`config.mk`:
```
export PLATFORM = sky130hd
export DESIGN_NAME = score_ctrl
export DESIGN_NICKNAME = d
export VERILOG_FILES = /design/src/rtl/score_ctrl.sv
export SDC_FILE = /design/constraint.sdc
export NUM_CORES = 1
export LEC_CHECK = 0
export CORE_MARGIN = 4
export CORE_UTILIZATION = 50
export DETAILED_ROUTE_END_ITERATION = 8
export PLACE_DENSITY_LB_ADDON = 0.2
export RECOVER_POWER = 50
export SLEW_MARGIN = 25
export SYNTH_ARGS = -nofsm -noshare
export SYNTH_HDL_FRONTEND = slang
export SYNTH_SLANG_ARGS = --single-unit
```
`constraint.sdc`:
```
create_clock -name clk_i -period 2.89 [get_ports clk_i]
set_clock_uncertainty 0.15 [all_clocks]
set_input_delay 0.867 -clock clk_i [delete_from_list [all_inputs] [get_ports clk_i]]
set_output_delay 0.867 -clock clk_i [all_outputs]
set_load 0.05 [all_outputs]
```
`src/rtl/score_ctrl.sv`:
```
`default_nettype none
// ============================================================================
// Module      : score_ctrl
// Description : Scheduler between the scoreboard buttons (A/B up/down, clear)
//               and two external saturating score counters. Buttons are
//               synchronised, edge-detected and queued as pending requests,
//               which are served one at a time in round-robin order. A clear
//               sequence runs automatically after power-up.
// Revision    : 1.0 - initial release
// ============================================================================
module score_ctrl #(
    parameter int SYNC_STAGES = 2,
    parameter int STROBE_LEN  = 2,
    parameter int GAP_LEN     = 1
) (
    input  logic clk_i,
    input  logic rst_ni,
    input  logic btn_a_up_i,
    input  logic btn_a_dn_i,
    input  logic btn_b_up_i,
    input  logic btn_b_dn_i,
    input  logic clr_i,
    output logic cnt_a_clk_o,
    output logic cnt_a_mod_o,
    output logic cnt_b_clk_o,
    output logic cnt_b_mod_o,
    output logic cnt_rst_o,
    output logic busy_o
);

    typedef enum logic [2:0] {
        S_IDLE      = 3'd0,
        S_SETUP     = 3'd1,
        S_PULSE     = 3'd2,
        S_GAP       = 3'd3,
        S_CLR_SETUP = 3'd4,
        S_CLR_PULSE = 3'd5,
        S_CLR_GAP   = 3'd6
    } state_t;

    // Request bit order: [0]=A_UP [1]=A_DN [2]=B_UP [3]=B_DN [4]=CLEAR
    localparam logic [7:0] c_STROBE_LAST = 8'(STROBE_LEN - 1);
    localparam logic [7:0] c_GAP_LAST    = 8'(GAP_LEN - 1);

    logic [4:0] w_btn;
    logic [4:0] r_sync [SYNC_STAGES];
    logic [4:0] r_prev;
    logic [4:0] w_rise;

    state_t     r_state;
    logic       r_boot;
    logic [7:0] r_cnt;
    logic [4:0] r_pend;
    logic [1:0] r_ptr;
    logic [1:0] r_gnt;
    logic       r_a_clk;
    logic       r_a_mod;
    logic       r_b_clk;
    logic       r_b_mod;
    logic       r_cnt_rst;
    logic       r_busy;

    logic       w_any;
    logic [1:0] w_gnt_idx;
    logic [1:0] w_probe;
    logic [3:0] w_gnt_oh;

    assign w_btn  = {clr_i, btn_b_dn_i, btn_b_up_i, btn_a_dn_i, btn_a_up_i};
    assign w_rise = r_sync[SYNC_STAGES-1] & ~r_prev;

    // Button synchronisers and previous-value register for edge detection
    always_ff @(posedge clk_i or negedge rst_ni) begin
        if (!rst_ni) begin
            for (int i = 0; i < SYNC_STAGES; i++) begin
                r_sync[i] <= '0;
            end
            r_prev <= '0;
        end else begin
            r_sync[0] <= w_btn;
            for (int i = 1; i < SYNC_STAGES; i++) begin
                r_sync[i] <= r_sync[i-1];
            end
            r_prev <= r_sync[SYNC_STAGES-1];
        end
    end

    // Round-robin pick: first pending count slot at or after the pointer
    always_comb begin
        w_any     = |r_pend[3:0];
        w_gnt_idx = r_ptr;
        w_probe   = r_ptr;
        // Walk offsets from far to near so the nearest pending slot wins
        for (int i = 3; i >= 0; i--) begin
            w_probe = r_ptr + 2'(i);
            if (r_pend[w_probe]) begin
                w_gnt_idx = w_probe;
            end
        end
        w_gnt_oh = 4'b0001 << w_gnt_idx;
    end

    // Sequencer: pending queue, grant pointer and registered counter controls
    always_ff @(posedge clk_i or negedge rst_ni) begin
        if (!rst_ni) begin
            r_state   <= S_CLR_SETUP;
            r_boot    <= 1'b1;
            r_cnt     <= '0;
            r_pend    <= '0;
            r_ptr     <= 2'd0;
            r_gnt     <= 2'd0;
            r_a_clk   <= 1'b0;
            r_a_mod   <= 1'b0;
            r_b_clk   <= 1'b0;
            r_b_mod   <= 1'b0;
            r_cnt_rst <= 1'b0;
            r_busy    <= 1'b0;
        end else begin
            // New presses are always recorded; states below may clear bits first
            r_pend <= r_pend | w_rise;
            case (r_state)
                S_IDLE: begin
                    if (r_pend[4]) begin
                        r_state   <= S_CLR_SETUP;
                        r_cnt_rst <= 1'b1;
                        r_busy    <= 1'b1;
                    end else if (w_any) begin
                        r_state <= S_SETUP;
                        r_gnt   <= w_gnt_idx;
                        r_ptr   <= w_gnt_idx + 2'd1;
                        r_busy  <= 1'b1;
                        // A same-cycle press on the granted slot survives
                        r_pend  <= (r_pend & ~{1'b0, w_gnt_oh}) | w_rise;
                        if (!w_gnt_idx[1]) begin
                            r_a_mod <= ~w_gnt_idx[0];
                        end else begin
                            r_b_mod <= ~w_gnt_idx[0];
                        end
                    end
                end
                S_SETUP: begin
                    r_state <= S_PULSE;
                    r_cnt   <= '0;
                    r_a_clk <= ~r_gnt[1];
                    r_b_clk <= r_gnt[1];
                end
                S_PULSE: begin
                    if (r_cnt == c_STROBE_LAST) begin
                        r_state <= S_GAP;
                        r_cnt   <= '0;
                        r_a_clk <= 1'b0;
                        r_b_clk <= 1'b0;
                    end else begin
                        r_cnt <= r_cnt + 8'd1;
                    end
                end
                S_GAP: begin
                    if (r_cnt == c_GAP_LAST) begin
                        r_state <= S_IDLE;
                        r_busy  <= 1'b0;
                    end else begin
                        r_cnt <= r_cnt + 8'd1;
                    end
                end
                S_CLR_SETUP: begin
                    // Everything queued so far is discarded by the clear
                    r_pend    <= w_rise;
                    r_cnt_rst <= 1'b1;
                    r_busy    <= 1'b1;
                    if (r_boot) begin
                        // First cycle after reset only raises cnt_rst_o; stay here
                        r_boot <= 1'b0;
                    end else begin
                        r_state <= S_CLR_PULSE;
                        r_cnt   <= '0;
                        r_a_clk <= 1'b1;
                        r_b_clk <= 1'b1;
                    end
                end
                S_CLR_PULSE: begin
                    if (r_cnt == c_STROBE_LAST) begin
                        r_state <= S_CLR_GAP;
                        r_cnt   <= '0;
                        r_a_clk <= 1'b0;
                        r_b_clk <= 1'b0;
                    end else begin
                        r_cnt <= r_cnt + 8'd1;
                    end
                end
                S_CLR_GAP: begin
                    if (r_cnt == c_GAP_LAST) begin
                        r_state   <= S_IDLE;
                        r_cnt_rst <= 1'b0;
                        r_busy    <= 1'b0;
                    end else begin
                        r_cnt <= r_cnt + 8'd1;
                    end
                end
                default: begin
                    r_state   <= S_IDLE;
                    r_a_clk   <= 1'b0;
                    r_b_clk   <= 1'b0;
                    r_cnt_rst <= 1'b0;
                    r_busy    <= 1'b0;
                end
            endcase
        end
    end

    assign cnt_a_clk_o = r_a_clk;
    assign cnt_a_mod_o = r_a_mod;
    assign cnt_b_clk_o = r_b_clk;
    assign cnt_b_mod_o = r_b_mod;
    assign cnt_rst_o   = r_cnt_rst;
    assign busy_o      = r_busy;

endmodule
`default_nettype wire

```
==> results of run 1 <==
-- final cells by class --
type / count / area, µm²
fillers: 333 / 1540
flip-flops and latches: 41 / 1030
multi-input cells: 131 / 828
repair buffers: 12 / 115
clock buffers: 5 / 68.8
well taps: 48 / 60.1
inverters: 13 / 48.8
clock inverters: 3 / 25.0
-- power groups by stage --
| stage | registers [mW] | clock network (mW) | logic (mW) |
|---|---|---|---|
| global placement | 0.950 | 0 | 1.02 |
| finish | 0.959 | 0.384 | 1.08 |
| detailed placement | 0.968 | 0 | 1.08 |
| floorplan | 0.974 | 0 | 0.826 |
| global route | 0.992 | 0.427 | 1.20 |
| CTS | 0.955 | 0.396 | 1.08 |
-- synthesized netlist by cell type, drive strengths merged (4+ instances only) --
library cell / number
dfrtp: 39
nand2: 18
o21ai: 15
nor2: 14
inv: 13
a21oi: 11
nand3: 8
clkbuf: 5
nand2b: 5
a22o: 4
and2: 4
nor2b: 4
-- worst register-to-register path: cells and delay by family (launching register included) --
kind / cells / cell delay (ps)
AO/OA/AOI/OAI: 2 / 640
flip-flops: 1 / 470
AND/OR/NAND/NOR: 3 / 860
-- sequential cells by signal, indices dropped and copies added, names as in the netlist, 2 cells and up --
| signal | flops |
|---|---|
| r_sync | 10 |
| r_cnt | 8 |
| r_pend | 5 |
| r_prev | 5 |
| r_state | 3 |
| r_ptr | 2 |
-- cells by family after synthesis --
kind of cell / count (synthesis) / synth area share (%)
AOI/OAI and AO/OA: 55 / 19.3
xor gates and xnor gates: 2 / 0.899
adders and majority gates: 3 / 1.93
buffers and inverters: 21 / 4.69
DFF: 41 / 52.8
muxes: 2 / 1.09
and+or+nand+nor: 69 / 19.3
-- worst paths after layout --
path / start / to / slack (ps) / depth (start not counted)
min in group asynchronous: rst_ni / r_ptr[1]$_DFFE_PN0P_ / 570 / 1
max in group asynchronous: rst_ni / r_prev[3]$_DFF_PN0_ / 1400 / 1
setup reg to reg: r_cnt[2]$_DFFE_PN0P_ / r_cnt[4]$_DFFE_PN0P_ / 660 / 5
setup / recovery: cnt_rst_o$_DFFE_PN0P_ / cnt_rst_o / 400 / 1
hold reg to reg: r_sync[5]$_DFF_PN0_ / r_sync[0]$_DFF_PN0_ / 210 / 0
hold / removal: r_sync[5]$_DFF_PN0_ / r_sync[0]$_DFF_PN0_ / 210 / 0
-- layer usage --
layer / vias up / global-route usage [%] / wire length, µm
li1: 706 / - / -
met1: 686 / 20.9 / 1610
met4: 0 / 7.02 / 33
met3: 4 / 5.04 / 196
met5: - / 0 / 0
met2: 43 / 24.8 / 1780
-- cell usage in the layout, fill, tap and decap left out, drive strengths merged, types with 3 or more instances in the layout --
cell type	instances
ha	3
o21ai	15
nand3	8
dlygate4sd3	5
clkdlybuf4s50	6
nand2b	5
a22o	4
a32o	3
dfrtp	39
o2bb2ai	3
a21oi	11
clkbuf	6
and3	3
nor2b	4
nor2	14
or3	3
nor4	3
and2	4
nand2	18
o21a	3
inv	14
==> impl_metrics.env, run 1 <==
export IMPL_leakage_nw=0.935
export IMPL_critPathKind="reg2out"
export IMPL_clockRootBuffer="clkbuf_8"
export IMPL_pre_cts_slack_ps=649
export IMPL_antenna_left=0
export IMPL_cts_setup_buffers=0
export IMPL_grt_usage_pct=16.2
export IMPL_maxCapViolCount=0
export IMPL_clockBufferDepth=2
export IMPL_outcome="finished clean"
export IMPL_cts_sinks=41
export IMPL_synth_avg_cell_area_um2=10.1
export IMPL_ys_seq_elements=41
export IMPL_p_sw_share_pct=44.7
export IMPL_p_per_area_nw_per_um2=1110
export IMPL_htreeDepth=2
export IMPL_fin_util_pct=58.5
export IMPL_drive_gt1_share_pct=7.32
export IMPL_worstPathCellList="clkdlybuf4s50_1"
export IMPL_crit_arrival_ps=1470
export IMPL_rsz0062_at_grt="no"
export IMPL_gp_congestion=0.833
export IMPL_insertion_delay_ps=290
export IMPL_ir_drop_v=0.000526
export IMPL_timing_final_crit_share_pct=86.0
export IMPL_synth_top_area_share_pct=50.1
export IMPL_cts_buffers=5
export IMPL_num_io_pins=13
export IMPL_worst_slew_pin_slew_ps=990
export IMPL_yosysWarnings=0
export IMPL_post_synth_num_cell_types=47
export IMPL_p_int_mw=1.34
export IMPL_dp_cells=245
export IMPL_finalNonFillerCells=253
export IMPL_fp_dieW_um=70.4
export IMPL_path_clk_slew_ps=80
export IMPL_placed_area_um2=2080
export IMPL_wl_um=3620
export IMPL_diodes=0
export IMPL_ys_flop_type="dfrtp_1"
export IMPL_grt_first_pass_wirelength_um=6390
export IMPL_p_comb_share_pct=44.5
export IMPL_p_total_mw=2.42
export IMPL_num_rows=22
export IMPL_setup_slack_ps=405
export IMPL_grt_pass1_vias=1430
export IMPL_initial_core_util_pct=52.4
export IMPL_die_h_um=70.4
export IMPL_ys_top_cells_by_area="dfrtp_1, nand2_1, a21oi_1, dfstp_2, nor2_1"
export IMPL_max_freq_ghz=0.402
export IMPL_holdWs_ps=206
export IMPL_clockPowerShare_pct=15.9
export IMPL_cts_tree="yes"
export IMPL_syn2layout_area_growth_pct=11.6
export IMPL_core_area_um2=3720
export IMPL_overflow=0
export IMPL_syn_inst=193
export IMPL_hp_class="reg2reg"
export IMPL_seq_area_frac_synth_pct=52.8
export IMPL_setup_viol=0
export IMPL_relSlewSlack_pct=34.0
export IMPL_path_buf_inv=1
export IMPL_via_per_inst=5.69
export IMPL_drt_pass1_iter_count=5
export IMPL_postCtsHoldBufs=0
export IMPL_drtIter0Drc=102
export IMPL_syn_area_um2=1950
export IMPL_fin_area_um2=2170
export IMPL_grt_antenna_before_repair=0
export IMPL_fin_nets=214
export IMPL_route_detailed_drc=0
export IMPL_crit_required_ps=1870
export IMPL_drv_slew=0
export IMPL_ys_async_sr_fraction_pct=100
export IMPL_hpwl_um=2570
export IMPL_slowest_stage="clkdlybuf4s50_1"
export IMPL_cp_start_kind="register"
export IMPL_critical_path_top_delay_family="buffers and inverters"
export IMPL_grt_max_degree=42
export IMPL_switchingPower_mw=1.08
export IMPL_period_minus_slack_ps=2490
export IMPL_die_area_um2=4960
export IMPL_worstPathMaxFanout=3
export IMPL_numPortBuffers=12
export IMPL_wl_per_cell_um=14.3
export IMPL_sequentialPowerShare_pct=39.6
export IMPL_slowest_delay_ps=810
export IMPL_final_hold_viol_count=0
export IMPL_setup_tns_ps=0
export IMPL_syn_nets=203
export IMPL_cts_resized=0
export IMPL_yosys_area_top_type="dfrtp_1"
export IMPL_synth_edff_count=0
export IMPL_end_kind="output pin"
export IMPL_vias=1439
Note: power is estimated with default switching activity, not from simulation.
==> inputs of run 2 (changes only) <==
--- a/config.mk
+++ b/config.mk
@@ -8,9 +8,9 @@
 export CORE_MARGIN = 4
 export CORE_UTILIZATION = 50
 export DETAILED_ROUTE_END_ITERATION = 8
+export DONT_BUFFER_PORTS = 1
 export PLACE_DENSITY_LB_ADDON = 0.2
 export RECOVER_POWER = 50
-export SLEW_MARGIN = 25
 export SYNTH_ARGS = -nofsm -noshare
 export SYNTH_HDL_FRONTEND = slang
 export SYNTH_SLANG_ARGS = --single-unit
==> run 2 against run 1 <==
  * Total power decreased by 4.1%
  * First-iteration DRC count grew 53%
  * Sequential power is 15% higher
  * Global-route usage shrank 0.41 points
  * Worst setup slack better by 300 ps
  * Cell count fell by 4.7%
  * Critical path type is now reg2reg
  * Largest power group is now sequential cells
  * Highest routed layer unchanged
==> impl_metrics.env, run 2 (synthesized netlist as in run 1, its figures left out) <==
export IMPL_outcome="finished clean"
export IMPL_timing_final_crit_share_pct=75.8
export IMPL_hp_class="in2async"
export IMPL_fill_cells=339
export IMPL_cts_setup_buffers=0
export IMPL_grt_max_degree=42
export IMPL_relSlewSlack_pct=57.5
export IMPL_cts_buffers=5
export IMPL_slowest_delay_ps=460
export IMPL_overflow=0
export IMPL_p_per_area_nw_per_um2=1130
export IMPL_crit_arrival_ps=2230
export IMPL_critPathKind="reg2reg"
export IMPL_grt_pass1_vias=1348
export IMPL_insertion_delay_ps=300
export IMPL_max_freq_ghz=0.457
export IMPL_drive_gt1_share_pct=7.25
export IMPL_clockRootBuffer="clkbuf_8"
export IMPL_num_rows=22
export IMPL_wl_per_cell_um=14.5
export IMPL_drv_slew=0
export IMPL_antenna_left=0
export IMPL_initial_core_util_pct=52.4
export IMPL_setup_tns_ps=0
export IMPL_cts_resized=0
export IMPL_final_common_cell="dfrtp_1"
export IMPL_clockBufferDepth=2
export IMPL_setup_viol=0
export IMPL_reg_largest_list="r_sync: 10 flops, r_cnt: 8 flops"
export IMPL_leakage_nw=0.886
export IMPL_crit_required_ps=2930
export IMPL_die_h_um=70.4
export IMPL_fp_dieW_um=70.4
export IMPL_grt_antenna_before_repair=0
export IMPL_ir_drop_v=0.000460
export IMPL_worst_slew_pin_slew_ps=638
export IMPL_multi_input_area_um2=828
export IMPL_cts_tree="yes"
export IMPL_postCtsHoldBufs=0
export IMPL_core_area_um2=3720
export IMPL_slowest_stage="dfrtp_1"
export IMPL_path_buf_inv=0
export IMPL_end_kind="register"
export IMPL_hpwl_um=2500
export IMPL_num_io_pins=13
export IMPL_period_minus_slack_ps=2190
export IMPL_grt_first_pass_wirelength_um=6160
export IMPL_fin_util_pct=55.3
export IMPL_grt_usage_pct=15.7
export IMPL_path_clk_slew_ps=90
export IMPL_p_total_mw=2.32
export IMPL_wl_um=3490
export IMPL_via_per_inst=5.69
export IMPL_vias=1372
export IMPL_gp_congestion=0.853
export IMPL_holdWs_ps=105
export IMPL_htreeDepth=2
export IMPL_route_detailed_drc=0
export IMPL_critical_path_top_delay_family="simple AND/OR/NAND/NOR gates"
export IMPL_maxCapViolCount=0
export IMPL_die_area_um2=4960
export IMPL_regMostFlops="r_sync"
export IMPL_drtIter0Drc=156
export IMPL_diodes=0
export IMPL_worstPathCellList="nor4_4 > and3_1 > o22a_1 > nor2b_2 > a31o_1"
export IMPL_syn2layout_area_growth_pct=5.52
export IMPL_regArea_um2=1030
export IMPL_drt_pass1_iter_count=4
export IMPL_layout_common_cells="dfrtp_1, nand2_1, nor2_1"
export IMPL_cts_sinks=41
export IMPL_final_hold_viol_count=0
export IMPL_rsz0062_at_grt="no"
export IMPL_worstPathMaxFanout=11
export IMPL_largest_reg_flops=10
export IMPL_numPortBuffers=0
export IMPL_cp_start_kind="register"
export IMPL_fin_nets=202
==> run 2: cell count changes in the layout (fill, tap and decap cells not counted) <==
| cell | before | now |
|---|---|---|
| clkinv_2 | 0 | 1 |
| dlygate4sd3_1 | 5 | 0 |
| clkdlybuf4s50_1 | 6 | 0 |
| clkbuf_2 | 1 | 0 |
| clkinv_4 | 1 | 0 |
==> run 2: area by class of cell <==
type | instances | area share (%)
clock inverter | 3 | 1.03
multi-input combinational | 131 | 40.3
tap | 48 | 2.92
clock buffer | 5 | 3.35
sequential | 41 | 50.0
inverter | 13 | 2.37
==> run 2: worst paths after layout <==
path / from / end / cells after the start / slack, ps
max: r_cnt[3]$_DFFE_PN0P_ / r_cnt[4]$_DFFE_PN0P_ / 5 / 700
max reg2reg: r_cnt[3]$_DFFE_PN0P_ / r_cnt[4]$_DFFE_PN0P_ / 5 / 700
min: rst_ni / r_state[1]$_DFFE_PN0P_ / 0 / 110
min reg2reg: r_sync[8]$_DFF_PN0_ / r_sync[3]$_DFF_PN0_ / 0 / 200
max in group asynchronous: rst_ni / r_state[2]$_DFFE_PN1P_ / 0 / 2310
min in group clk_i: r_sync[8]$_DFF_PN0_ / r_sync[3]$_DFF_PN0_ / 0 / 200
==> run 2: metal layers <==
metal	share of wire, %	wire length, µm	track usage, %	up-vias
li1	-	-	-	679
met1	46	1590	19.6	666
met2	48	1690	25.9	20
met3	4.4	153	4.60	7
met4	1.4	50	5.53	0
met5	0	0	0	-
==> run 2: through the flow <==
step	cells	area (µm²)	setup WS (ps)
2_1_floorplan	193	1950	877
3_3_place_gp	233	1970	842
3_5_place_dp	233	1970	732
4_1_cts	241	2060	716
5_1_grt	241	2060	563
6_report	241	2060	701
==> run 2: power breakdown <==
| group | switching (mW) | internal (mW) |
|---|---|---|
| Clock | 0.212 | 0.171 |
| Sequential | 0.383 | 0.722 |
| Combinational | 0.458 | 0.373 |
| Total | 1.05 | 1.27 |
==> RTL change: new RTL, config.mk and constraints of run 2 <==
Change the parameter `SYNC_STAGES` from 2 to 4.
--- a/src/rtl/score_ctrl.sv
+++ b/src/rtl/score_ctrl.sv
@@ -9,7 +9,7 @@
 // Revision    : 1.0 - initial release
 // ============================================================================
 module score_ctrl #(
-    parameter int SYNC_STAGES = 2,
+    parameter int SYNC_STAGES = 4,
     parameter int STROBE_LEN  = 2,
     parameter int GAP_LEN     = 1
 ) (
Check against the original RTL: not equivalent (Yosys sat finds a counterexample within 10 cycles, from zero or initial values and one cycle with rst_ni low).
==> RTL change against run 2 <==
Sequential power increased by 9%. Area after synthesis increased by 11%. Final area increased by 12%. Power increased by 6.4%. Sequential cell count increased by 10. Worst setup slack improved by 0.028 ns. Routed wire length increased by 8.6%. Critical path type unchanged. Count of clock-buffer cells in the layout unchanged. Die area increased by 9.7%.
==> RTL change: results (changes against run 2) <==
Min Hold Slack 0.103 ns (-0.00192 ns); Worst R2R Path Depth 5 (unchanged); synth cell count leaders dfrtp_1 (49), nand2_1 (14), o21ai_0 (13); antenna violations before repair 0 (unchanged); Reg-to-Reg Start r_state[2]; CTS H-tree lvls 2 (unchanged); maximum vdd drop 0.410 mV (-11%); vias in the first global route 1397 (+3.6%); largest cells by area after synthesis dfrtp_1 (57%), a22o_1 (3.2%), o21ai_0 (3.0%); # nets final 208 (+3.0%); routed len/inst 15.2 um (+5.1%); share of layout cells above drive strength 1 7.54% (+0.28 points); worst reg2reg path endpoint r_cnt[7]; Clk Latency, worst-skew pair 0.30 ns (about the same); worst hold path type input port to async pin; first-pass GRT wire length 6570 um (+6.6%); root buf cell clkbuf_8; clk slew on worst S/H paths 0.09 ns (about the same); status finished, final reports clean; Pre-antenna DRT Iters 4 (unchanged); clk buf depth 2 (unchanged); Worst-Margin Slew 0.527 ns (-0.111 ns); vias 1460 (+6.4%); Cell variety after synth 42 (-11%); Crit Path Max Fanout 14 (+3); gpl congestion 0.943 (+11%); Post-CTS Setup Inserts 0 (unchanged); Synth async-reset ratio 100% (unchanged); gr ovfl total 0 (unchanged); largest net degree at the start of global routing 52 (+24%); antenna cells 0 (unchanged); Static Leak 0.00100 uW (+13%); post-cts gate resize count 0 (unchanged); yosys warns 0 (unchanged); total CTS buffers 5 (unchanged); HPWL after DPL 2630 um (+5.4%); DP Worst Slack 0.775 ns (+0.0427 ns); Port Buffers 0 (unchanged); Worst R2R Setup Slack 0.73 ns (+0.03 ns); Seq/Total Area, Yosys 59.2% (+6.4 points); largest registers r_sync x20, r_cnt x8; 1st-iter DRT viols 223 (+43%); Most used DFF post-synth dfrtp_1; GRT Total Usage 15.8% (about the same)
## RTL change: changes by cell type after synthesis, sizes merged, moves of 4 or more
cell | run 2 | this run
o21ai | 15 | 19
nand2b | 5 | 9
a22o | 4 | 8
nand2 | 18 | 14
dfrtp | 39 | 49
nand3 | 8 | 4
nor2b | 4 | 8
## RTL change: cells by family after synthesis
family,after synthesis,synth area share [%]
DFF,51,59.2
and+or+nand+nor,66,17.0
adders and majority gates,3,1.74
buffers and inverters,14,2.55
AOI/OAI and AO/OA,60,19.2
xor gates and xnor gates,1,0.405
## RTL change: per-layer routing
| layer | vias up | track usage (%) | share of wire (%) | routed length [um] |
|---|---|---|---|---|
| met5 | - | 0 | 0 | 0 |
| met4 | 0 | 5.03 | 1.7 | 63 |
| met3 | 9 | 3.69 | 4.1 | 154 |
| met2 | 46 | 24.0 | 46 | 1730 |
| met1 | 697 | 22.2 | 48 | 1840 |
| li1 | 708 | - | - | - |
## RTL change: where the power goes
part	internal [uW]	leakage [uW]	switching, uW
sequential	863	0.000609	338
clock	178	0.0000463	239
combinational	365	0.000349	484
total	1410	0.00100	1060
## RTL change: worst max-delay path by stage
stage | from | to | slack (ns) | cells past startpoint
2_1_floorplan | r_cnt[3] | r_cnt[5] | 1.09 | 5
3_3_place_gp | r_state[1] | r_cnt[2] | 0.88 | 5
3_5_place_dp | r_state[1] | r_cnt[4] | 0.78 | 5
4_1_cts | r_state[2] | r_cnt[7] | 0.75 | 5
5_1_grt | r_state[1] | r_cnt[4] | 0.61 | 5
6_report | r_state[2] | r_cnt[7] | 0.73 | 5
## RTL change: critical path: stages, from the launching register on
cell and delay, ns:
dfstp_2 0.67, inv_1 0.18, o21ai_1 0.26, a32oi_2 0.21, or2_1 0.30, o311ai_1 0.29
## RTL change: cell type report
cell class,instances,area (sq um)
Clock buffer,5,68.8
Multi-Input combinational cell,130,827
Tap cell,50,62.6
Inverter,10,37.5
Fill cell,354,1780
Sequential cell,51,1280
Clock inverter,3,27.5
## RTL change: through the flow
step	cell area (sq um)	instances
final	2300	249
after global routing	2300	249
after CTS	2300	249
after detailed placement	2210	241
after global placement	2210	241
after floorplan	2160	195
